[config.mk]
export PLATFORM = sky130hd
export DESIGN_NAME = ex_stage_pipeline
export DESIGN_NICKNAME = d
export VERILOG_FILES = /design/src/rtl/ex_stage_pipeline.sv
export SDC_FILE = /design/constraint.sdc
export NUM_CORES = 1
export LEC_CHECK = 0
export ABC_AREA = 1
export CORE_ASPECT_RATIO = 0.9
export CORE_MARGIN = 2
export CORE_UTILIZATION = 45
export CTS_BUF_LIST = sky130_fd_sc_hd__clkbuf_8
export DETAILED_ROUTE_END_ITERATION = 6
export PLACE_DENSITY = 0.71
export REMOVE_ABC_BUFFERS = 1
export SLEW_MARGIN = 10
export SYNTH_ARGS = -nofsm -noshare
export SYNTH_HDL_FRONTEND = slang
export SYNTH_SLANG_ARGS = --single-unit
[constraint.sdc]
create_clock -name CLK -period 11.1 [get_ports CLK]
set_input_delay 2.22 -clock CLK [delete_from_list [all_inputs] [get_ports CLK]]
set_output_delay 2.22 -clock CLK [all_outputs]
set_load 0.02 [all_outputs]
[src/rtl/ex_stage_pipeline.sv]
`default_nettype none
// ============================================================================
//  Module   : ex_stage_pipeline
//  Brief    : Execute-stage slice of the 32-bit pipelined datapath.
//             ID->EX register, operand-B mux + 4-function ALU with
//             {Neg, Zero} flags, and EX->MEM register.
//  Revision : 1.0  initial release
// ============================================================================
module ex_stage_pipeline #(
    parameter int N = 32
) (
    input  logic         CLK,
    input  logic         RST,

    // ID->EX inputs from decode
    input  logic [N-1:0] RD1_i,
    input  logic [N-1:0] RD2_i,
    input  logic [N-1:0] Extend_i,
    input  logic [3:0]   A3_i,
    input  logic         RF_WE_i,
    input  logic         BranchSelect_i,
    input  logic         ALUOpBSelect_i,
    input  logic [1:0]   ALUControl_i,
    input  logic         SetFlags_i,
    input  logic         MemWE_i,
    input  logic         WBSelect_i,

    // EX-stage outputs
    output logic [N-1:0] ALUResult_ex,
    output logic [1:0]   ALUFlags_ex,
    output logic         BranchSelect_ex,
    output logic         SetFlags_ex,

    // MEM-stage outputs
    output logic [N-1:0] AluResult_o,
    output logic [N-1:0] RD2_o,
    output logic [3:0]   A3_o,
    output logic         RF_WE_o,
    output logic         MemWE_o,
    output logic         WBSelect_o
);

    localparam logic [1:0] C_ALU_ADD = 2'b00;
    localparam logic [1:0] C_ALU_SUB = 2'b01;
    localparam logic [1:0] C_ALU_AND = 2'b10;
    localparam logic [1:0] C_ALU_OR  = 2'b11;

    // ------------------------------------------------------------------
    // ID->EX register state
    // ------------------------------------------------------------------
    logic [N-1:0] id_rd1_q;
    logic [N-1:0] id_rd2_q;
    logic [N-1:0] id_ext_q;
    logic [3:0]   id_a3_q;
    logic         id_rf_we_q;
    logic         id_branch_q;
    logic         id_opb_sel_q;
    logic [1:0]   id_alu_ctl_q;
    logic         id_set_flags_q;
    logic         id_mem_we_q;
    logic         id_wb_sel_q;

    // ------------------------------------------------------------------
    // EX->MEM register state and its next-state values
    // ------------------------------------------------------------------
    logic [N-1:0] mem_alu_q,    mem_alu_d;
    logic [N-1:0] mem_rd2_q,    mem_rd2_d;
    logic [3:0]   mem_a3_q,     mem_a3_d;
    logic         mem_rf_we_q,  mem_rf_we_d;
    logic         mem_mem_we_q, mem_mem_we_d;
    logic         mem_wb_sel_q, mem_wb_sel_d;

    // ALU datapath
    logic [N-1:0] alu_b;
    logic [N-1:0] alu_res;

    // ID->EX register: loads every decode output each cycle, no stall/flush
    always_ff @(posedge CLK or posedge RST) begin
        if (RST) begin
            id_rd1_q       <= '0;
            id_rd2_q       <= '0;
            id_ext_q       <= '0;
            id_a3_q        <= '0;
            id_rf_we_q     <= 1'b0;
            id_branch_q    <= 1'b0;
            id_opb_sel_q   <= 1'b0;
            id_alu_ctl_q   <= '0;
            id_set_flags_q <= 1'b0;
            id_mem_we_q    <= 1'b0;
            id_wb_sel_q    <= 1'b0;
        end else begin
            id_rd1_q       <= RD1_i;
            id_rd2_q       <= RD2_i;
            id_ext_q       <= Extend_i;
            id_a3_q        <= A3_i;
            id_rf_we_q     <= RF_WE_i;
            id_branch_q    <= BranchSelect_i;
            id_opb_sel_q   <= ALUOpBSelect_i;
            id_alu_ctl_q   <= ALUControl_i;
            id_set_flags_q <= SetFlags_i;
            id_mem_we_q    <= MemWE_i;
            id_wb_sel_q    <= WBSelect_i;
        end
    end

    // Operand-B select and ALU; all arithmetic wraps modulo 2^N, carry dropped
    always_comb begin
        alu_b   = id_opb_sel_q ? id_ext_q : id_rd2_q;
        alu_res = '0;
        case (id_alu_ctl_q)
            C_ALU_ADD: alu_res = id_rd1_q + alu_b;
            C_ALU_SUB: alu_res = id_rd1_q - alu_b;
            C_ALU_AND: alu_res = id_rd1_q & alu_b;
            C_ALU_OR:  alu_res = id_rd1_q | alu_b;
            default:   alu_res = '0;
        endcase
    end

    // Flags are always computed; SetFlags only tells downstream whether to latch them
    assign ALUResult_ex    = alu_res;
    assign ALUFlags_ex     = {alu_res[N-1], (alu_res == '0)};
    assign BranchSelect_ex = id_branch_q;
    assign SetFlags_ex     = id_set_flags_q;

    // EX->MEM next state; store data is RD2 even when the ALU used the immediate
    always_comb begin
        mem_alu_d    = alu_res;
        mem_rd2_d    = id_rd2_q;
        mem_a3_d     = id_a3_q;
        mem_rf_we_d  = id_rf_we_q;
        mem_mem_we_d = id_mem_we_q;
        mem_wb_sel_d = id_wb_sel_q;
    end

    // EX->MEM register: branch/flag controls terminate at EX and are not carried
    always_ff @(posedge CLK or posedge RST) begin
        if (RST) begin
            mem_alu_q    <= '0;
            mem_rd2_q    <= '0;
            mem_a3_q     <= '0;
            mem_rf_we_q  <= 1'b0;
            mem_mem_we_q <= 1'b0;
            mem_wb_sel_q <= 1'b0;
        end else begin
            mem_alu_q    <= mem_alu_d;
            mem_rd2_q    <= mem_rd2_d;
            mem_a3_q     <= mem_a3_d;
            mem_rf_we_q  <= mem_rf_we_d;
            mem_mem_we_q <= mem_mem_we_d;
            mem_wb_sel_q <= mem_wb_sel_d;
        end
    end

    assign AluResult_o = mem_alu_q;
    assign RD2_o       = mem_rd2_q;
    assign A3_o        = mem_a3_q;
    assign RF_WE_o     = mem_rf_we_q;
    assign MemWE_o     = mem_mem_we_q;
    assign WBSelect_o  = mem_wb_sel_q;

endmodule
`default_nettype wire

== Word-level counts from Yosys, hierarchy flattened ==
Cells that the tools add are included.

* Bits in registers: 179
* Bits in latches: 0
* Memory bits (writable): 0
* Bits in read-only memories: 0
* Output and inout port bits: 107
* Word-level logic and storage cells: 28
* Memories: 0

* $add $sub $neg: 2
* Multipliers: 0
* Divide/modulo/power cells: 0
* Magnitude comparators: 0
* Equality and inequality tests: 3
* Shifts and indexed selects: 0
* Mux-type cells: 2
* Bitwise gates (word level): 2
* Reduce and logical (&&, ||, !) cells: 2

{| class="wikitable"
|+ Operators with widths
! kind !! number
|-
| $pmux 32 s4 || 1
|-
| $add 32x32->32 || 1
|-
| $and 32x32->32 || 1
|-
| $logic_not 32->1 || 1
|-
| $mux 32 || 1
|-
| $or 32x32->32 || 1
|-
| $sub 32x32->32 || 1
|-
| $eq 2x2->1 const B || 2
|-
| $eq 2x1->1 const B || 1
|-
| $logic_not 2->1 || 1
|}

== Longest topological paths before layout ==
Gate-level depths: netlist (run 1).

* Word-level depth: 4
* Depth in mapped cells: 33

== Worst setup path before layout (run 1) ==
No wires, ideal clock.

* Path type: flip-flop to output port
* Start: reg id_opb_sel_q
* End: out ALUFlags_ex[0]
* Arrival time: 3.766 ns
* Required time: 8.880 ns
* Slack: 5.114 ns
* Stages on the path, launching flop included: 28
* Cells stage by stage: dfrtp_1 buf_6 buf_2 nand2_1 nand2_1 inv_1 ha_1 inv_1 nor2_2 nand4_2 nor2_4 nand4_2 nor2_2 nor2_1 xnor2_1 ha_1 nand2_1 inv_1 a21oi_1 nand2_1 inv_1 nand2_1 or2_2 nand3_1 nand3_1 nor2_1 nand2_1 nor2_1

* Longest elaborated chain between the ends: 4

{| class="wikitable"
|+ Ends and longest elaborated chain
! item !! line !! text
|-
| start: declaration || 57 || <nowiki>logic id_opb_sel_q;</nowiki>
|-
| start signal: assignment || 98 || <nowiki>id_opb_sel_q <= ALUOpBSelect_i;</nowiki>
|-
| $mux 32 (*) || 108 || <nowiki>alu_b = id_opb_sel_q ? id_ext_q : id_rd2_q;</nowiki>
|-
| $sub 32x32->32 (tied with other cells) || 112 || <nowiki>C_ALU_SUB: alu_res = id_rd1_q - alu_b;</nowiki>
|-
| $pmux 32 s4 (*) || 110 || <nowiki>case (id_alu_ctl_q)</nowiki>
|-
| net ALUResult_ex[21] || 29 || <nowiki>output logic [N-1:0] ALUResult_ex,</nowiki>
|-
| $logic_not 32->1 (*) || 121 || <nowiki>assign ALUFlags_ex = {alu_res[N-1], (alu_res == '0)};</nowiki>
|-
| end: declaration || 30 || <nowiki>output logic [1:0] ALUFlags_ex,</nowiki>
|}

The timed path passes the listed nets; every way through them passes the cells marked *.

== Final worst setup path (run 1) ==
* Start: reg id_opb_sel_q
* End: out ALUFlags_ex[0]

* Longest elaborated chain between the ends: 4

{| class="wikitable"
|+ Ends and longest elaborated chain
! item !! line
|-
| $mux 32 (*) || 108
|-
| $sub 32x32->32 (tied with other cells) || 112
|-
| $pmux 32 s4 (*) || 110
|-
| $logic_not 32->1 (*) || 121
|}

Mark *: on every way between the ends. The rest lies on a longest branch, timed or not.

==> results.json, run 1 <==
{
  "synthCells": 1152,
  "hold_slack_ps": 362,
  "hold_buffers": 0,
  "relSlewSlack": 0.317,
  "synthAdderAreaFrac": 0.0591,
  "min_from": "id_mem_we_q",
  "start_kind": "flop",
  "timing.final.max_slew_violations": 0,
  "critPathMaxStageDelay_ps": 620,
  "core_area_sq_um": 19900,
  "via_per_inst": 4.88,
  "mostFrequentLayoutCell": "nand2_1",
  "netlist_area_sq_um": 9110,
  "synth_edf_count": 0,
  "drc": 0,
  "hold_viol": 0,
  "arrival_ps": 5920,
  "syn_avg_cell_area_sq_um": 7.90,
  "nNetsFinal": 1514,
  "synthArstFlopShare": 1.00,
  "first_pass_iters": 5,
  "fmax_ghz": 0.123,
  "cp_common_cell": "nand2_1",
  "rows": 49,
  "synth_mux_area_frac": 0,
  "dieArea_sq_um": 21400,
  "antenna_found_initial": 0,
  "die_w_microns": 154,
  "start_util": 0.457,
  "io_buffers": 216,
  "leakagePower_nw": 6.03,
  "drt-initial-drc-count": 790,
  "outcome": "finished, final reports clean",
  "finalCritPeriodShare": 0.733,
  "skew_ps": 24.4,
  "routedWlPerCell_microns": 16.0,
  "gp_congestion": 0.930,
  "fp.dieH_microns": 139,
  "final_cell_mix": "nand2_1, clkdlybuf4s50_1, dfrtp_1",
  "yosys.area_share.simple": 0.278,
  "yosys_warnings": 0,
  "grt_pass1_wl_mm": 41.7,
  "diodes": 0,
  "synth-seq-cells": 179,
  "r2r_start": "id_opb_sel_q",
  "synth_top_area_cell": "dfrtp_1",
  "ys_types": 45,
  "drive_above_1_share": 0.0550,
  "wl_mm": 26.2,
  "place_area_sq_um": 11500,
  "crit_type": "reg -> out",
  "hpwl_mm": 20.4,
  "dp_cells": 1605,
  "ios": 217,
  "rsz0062_at_grt": "false",
  "ant_nets": 0,
  "slowest_stage": "clkdlybuf4s50_1",
  "synth-xor-area-share": 0.0279,
  "grt_usage": 0.253,
  "ir_drop_mv": 0.0951,
  "drv_cap": 0,
  "clock_latency_ps": 490,
  "htreeDepth": 4,
  "power.density_nw_per_um2": 148,
  "final_cells": 1637,
  "grt_pass1_vias": 7789,
  "cts_buffer_depth": 2,
  "synth_top_family_by_area": "simple AND/OR/NAND/NOR gates",
  "cts.sinks": 179,
  "seq_area_frac_synth": 0.492,
  "setup_violations": 0,
  "route.vias.total": 7984,
  "crit_path_start": "id_opb_sel_q",
  "crit_fanout": 36,
  "cts_buffers": 17,
  "cts_setup_buffers": 0,
  "area_delta_synth_final_pct": 31.0,
  "design_area_sq_um": 11900,
  "hold_path.class": "reg -> reg",
  "crit_path_end_kind": "output port",
  "yosysTopAreaCellShare": 0.492,
  "tightestPinTransition_ps": 1020,
  "synth-compound-area-share": 0.0558,
  "ys.flop_type": "dfrtp_1",
  "cp.required_ps": 8880,
  "tritoncts": "built",
  "grt_max_degree": 112,
  "cts_resized": 0,
  "setup_tns_ps": 0,
  "root_buffer": "clkbuf_8",
  "synthTopCellsByArea": "dfrtp_1, nand2_1, inv_1, ha_1, nand3_1",
  "fin_util": 0.599,
  "overflow": 0,
  "clk_pin_slew_ps": 120,
  "min_period_ps": 8140
}
[flip-flops by register name (all words and copies together), names as in the netlist, 2 cells and up]
register,count
A3_o,4
AluResult_o,32
RD2_o,32
id_a3_q,4
id_alu_ctl_q,2
id_ext_q,32
id_rd1_q,32
id_rd2_q,32
[kinds of logic after synthesis]
kind of cell    Yosys count
simple gates            606
buf+inv                 200
compound gates           94
flops                   179
fa+ha+maj                44
xor+xnor                 29
[worst paths after layout]
path,to,slack [ps],depth (start not counted)
setup / recovery,ALUFlags_ex[0],2960,30
hold / removal,MemWE_o,360,0
max in group asynchronous,id_ext_q[29],7480,3
min in group asynchronous,A3_o[2],2240,2
hold reg to reg,MemWE_o,360,0
setup reg to reg,AluResult_o[31],6390,30
[Yosys cell counts, types with 2 or more instances]
library cell	count
buf_2	5
nand4_2	2
clkbuf_1	10
maj3_1	7
o21ai_2	2
buf_1	2
nand2_2	12
xor2_1	22
a21oi_1	43
xnor2_1	7
nand3b_1	2
nand4_1	11
a31oi_1	3
inv_1	171
buf_6	4
inv_2	5
o21ai_0	30
nor3_2	2
dfrtp_1	179
ha_1	34
nand2_1	390
nor2_1	91
nand3_1	72
nor3_1	9
o21bai_1	3
nor2_4	2
nor2_2	5
nor4_1	2
o21ai_1	7
nand2_4	2
maj3_2	2
[layout make-up]
cell class                 count  area (sq um)
clock buffer                  18           248
clock inverter                14           178
fill                        1749          8000
inverter                     177           672
multi-input combinational    773          3830
sequential                   179          4480
tap                          255           319
timing repair buffer         221          2200
[per-layer routing]
layer  vias up  share of wire  track usage
met3        29          0.077       0.0528
met4         0          0.014       0.0620
met1      3646           0.50        0.394
li1       3995              -            -
met5         -              0            0
met2       314           0.41        0.361
[per-stage QoR]
stage	setup WS, ps	power (mW)
CTS	2950	1.78
floorplan	4020	1.07
finish	2960	1.77
detailed placement	3520	1.31
global placement	3570	1.30
global route	2410	1.88
[critical path, delay by kind of cell (launching register included)]
kind / cells / cell delay, ps
buffers and inverters: 5 / 1570
AND/OR/NAND/NOR: 20 / 2530
adder cells (fa/ha/maj): 2 / 540
AO/OA/AOI/OAI: 2 / 270
flip-flops: 1 / 340
XOR/XNOR: 1 / 170
[where the power goes]
part           internal [mW]  leakage [nW]  switching, mW
clock network          0.181         0.213          0.289
registers              0.700          2.09         0.0195
logic                  0.229          3.73          0.351
Note: power is estimated with default switching activity, not from simulation.
==> inputs of run 2 (changes only) <==
--- a/config.mk
+++ b/config.mk
@@ -11,7 +11,7 @@
 export CORE_UTILIZATION = 45
 export CTS_BUF_LIST = sky130_fd_sc_hd__clkbuf_8
 export DETAILED_ROUTE_END_ITERATION = 6
-export PLACE_DENSITY = 0.71
+export PLACE_DENSITY = 0.74
 export REMOVE_ABC_BUFFERS = 1
 export SLEW_MARGIN = 10
 export SYNTH_ARGS = -nofsm -noshare
==> constraint.sdc (replaced) <==
create_clock -name CLK -period 7.11 [get_ports CLK]
set_input_delay 1.422 -clock CLK [delete_from_list [all_inputs] [get_ports CLK]]
set_output_delay 1.422 -clock CLK [all_outputs]
set_load 0.02 [all_outputs]
==> run 2 against run 1 <==
Against the previous run: routed wire length is 0.44% higher; utilization is 0.057 points lower; highest routed layer unchanged; combinational power is 58% higher; final cell count is 0.24% higher; setup slack worse by 2600 ps.
==> results.json, run 2 (synthesis gave the netlist of run 1 again) <==
{
  "outcome": "finished, final reports clean",
  "tightestPinTransition_ps": 813,
  "leakagePower_nw": 6.03,
  "drt-initial-drc-count": 702,
  "power.density_nw_per_um2": 228,
  "critical_path.top_delay_family": "simple AND/OR/NAND/NOR gates",
  "crit_buf_inv": 2,
  "start_kind": "flop",
  "area_delta_synth_final_pct": 30.9,
  "cts.sinks": 179,
  "overflow": 0,
  "fp.dieH_microns": 139,
  "route.vias.total": 8066,
  "skew_ps": 26.5,
  "crit_fanout": 7,
  "crit_path_end_kind": "output port",
  "rows": 49,
  "root_buffer": "clkbuf_8",
  "min_period_ps": 6760,
  "critPathMaxStageDelay_ps": 610,
  "routedWlPerCell_microns": 16.0,
  "grt_pass1_wl_mm": 41.5,
  "first_pass_iters": 7,
  "gp_congestion": 0.951,
  "p_int_mw": 1.71,
  "start_util": 0.457,
  "cp_common_cell": "nand2_1",
  "cts_buffers": 17,
  "setup_violations": 0,
  "cp.required_ps": 5690,
  "hpwl_mm": 20.9,
  "wl_mm": 26.3,
  "die_w_microns": 154,
  "nNetsFinal": 1519,
  "final_cell_mix": "nand2_1, clkdlybuf4s50_1, dfrtp_1",
  "arrival_ps": 5340,
  "place_ws_ps": 729,
  "cts_buffer_depth": 2,
  "combPwrFrac": 0.337,
  "htreeDepth": 4,
  "ir_drop_mv": 0.169,
  "rsz0062_at_grt": "false",
  "clock_latency_ps": 470,
  "clk_pin_slew_ps": 100,
  "crit_type": "reg -> out",
  "timing.final.max_slew_violations": 0,
  "via_per_inst": 4.92,
  "relSlewSlack": 0.458,
  "diodes": 0,
  "grt_usage": 0.252,
  "design_area_sq_um": 11900,
  "mostFrequentLayoutCell": "nand2_1",
  "dieArea_sq_um": 21400,
  "filler_cell_count": 1870,
  "place_area_sq_um": 11500,
  "setup_tns_ps": 0,
  "fmax_ghz": 0.148,
  "finalCritPeriodShare": 0.951,
  "clock_power_share": 0.250,
  "ant_nets": 0,
  "pwr-share-seq": 0.413,
  "drive_above_1_share": 0.0592,
  "hold_viol": 0,
  "core_area_sq_um": 19900,
  "ios": 217,
  "antenna_found_initial": 0,
  "slowest_stage": "clkdlybuf4s50_1",
  "tritoncts": "built",
  "hold_path.class": "reg -> reg",
  "fin_util": 0.598,
  "grt_max_degree": 128,
  "fin_ws_ps": 349,
  "drc": 0,
  "switching_share": 0.369,
  "drv_cap": 0,
  "netSwitchingPower_mw": 1.00,
  "grt_pass1_vias": 7715,
  "io_buffers": 216
}
==> run 2: cell count changes in the layout (fill, tap and decap cells not counted), moves of 2 or more <==
cell,delta
buf_4,+4
clkinv_8,-4
clkinvlp_4,+2
inv_8,+2
==> run 2: layout make-up <==
cell class / count / area [sq um] / share of cell area
flip-flops and latches: 179 / 4480 / 0.376
inverters: 177 / 672 / 0.0564
well taps: 255 / 319 / 0.0268
repair buffers: 226 / 2230 / 0.187
multi-input cells: 773 / 3840 / 0.322
clock inverters: 14 / 138 / 0.0115
clock buffers: 17 / 234 / 0.0196
==> run 2: path summary, 6_finish.rpt <==
check	startpoint	end	slack, ps	cells past startpoint
max in group asynchronous	RST	id_rd1_q[29]	4420	3
setup / recovery	id_opb_sel_q	ALUFlags_ex[0]	350	26
setup reg to reg	id_opb_sel_q	AluResult_o[31]	2970	26
hold reg to reg	id_wb_sel_q	WBSelect_o	360	0
hold / removal	id_wb_sel_q	WBSelect_o	360	0
min in group asynchronous	RST	id_rd1_q[14]	1510	2
==> run 2: worst register-to-register path, delay by kind of cell (launching register included) <==
family / cells / cell delay, ps
flops: 1 / 480
compound gates: 2 / 410
fa+ha+maj: 1 / 350
buf+inv: 3 / 340
xor+xnor: 1 / 160
simple gates: 19 / 2300
==> run 2: repair_timing <==
item | CTS | global route
gates resized for setup | 0 | 3
setup endpoints to repair | 0 | 3
hold buffers | 0 | 0
setup buffers | 0 | 2
==> run 2: metal layers <==
layer	vias to the layer above	global-route usage	share of wire	routed length, microns
met4	0	0.0541	0.0082	216
met3	19	0.0491	0.074	1940
met1	3737	0.396	0.51	13300
met5	-	0	0	0
li1	4001	-	-	-
met2	309	0.362	0.41	10800
==> run 2: power groups by stage <==
stage | Clock (mW) | Combinational (mW) | Sequential (mW)
final | 0.677 | 0.914 | 1.12
after CTS | 0.696 | 0.907 | 1.12
after detailed placement | 0 | 0.904 | 1.14
after global routing | 0.732 | 1.01 | 1.13
after global placement | 0 | 0.897 | 1.14
after floorplan | 0 | 0.463 | 1.20
==> run 2: stage by stage <==
step	cells	power, mW	hold slack (ps)
after floorplan	1129	1.67	331
after global placement	1608	2.04	332
after global routing	1641	2.87	366
final	1641	2.71	358
after CTS	1639	2.73	360
after detailed placement	1608	2.05	336
==> inputs of run 3 (changes only) <==
--- a/config.mk
+++ b/config.mk
@@ -13,6 +13,7 @@
 export DETAILED_ROUTE_END_ITERATION = 6
 export PLACE_DENSITY = 0.74
 export REMOVE_ABC_BUFFERS = 1
+export SKIP_LAST_GASP = 1
 export SLEW_MARGIN = 10
 export SYNTH_ARGS = -nofsm -noshare
 export SYNTH_HDL_FRONTEND = slang
==> results of run 3 <==
Final layout, timing and power as in run 2 (identical DEF).
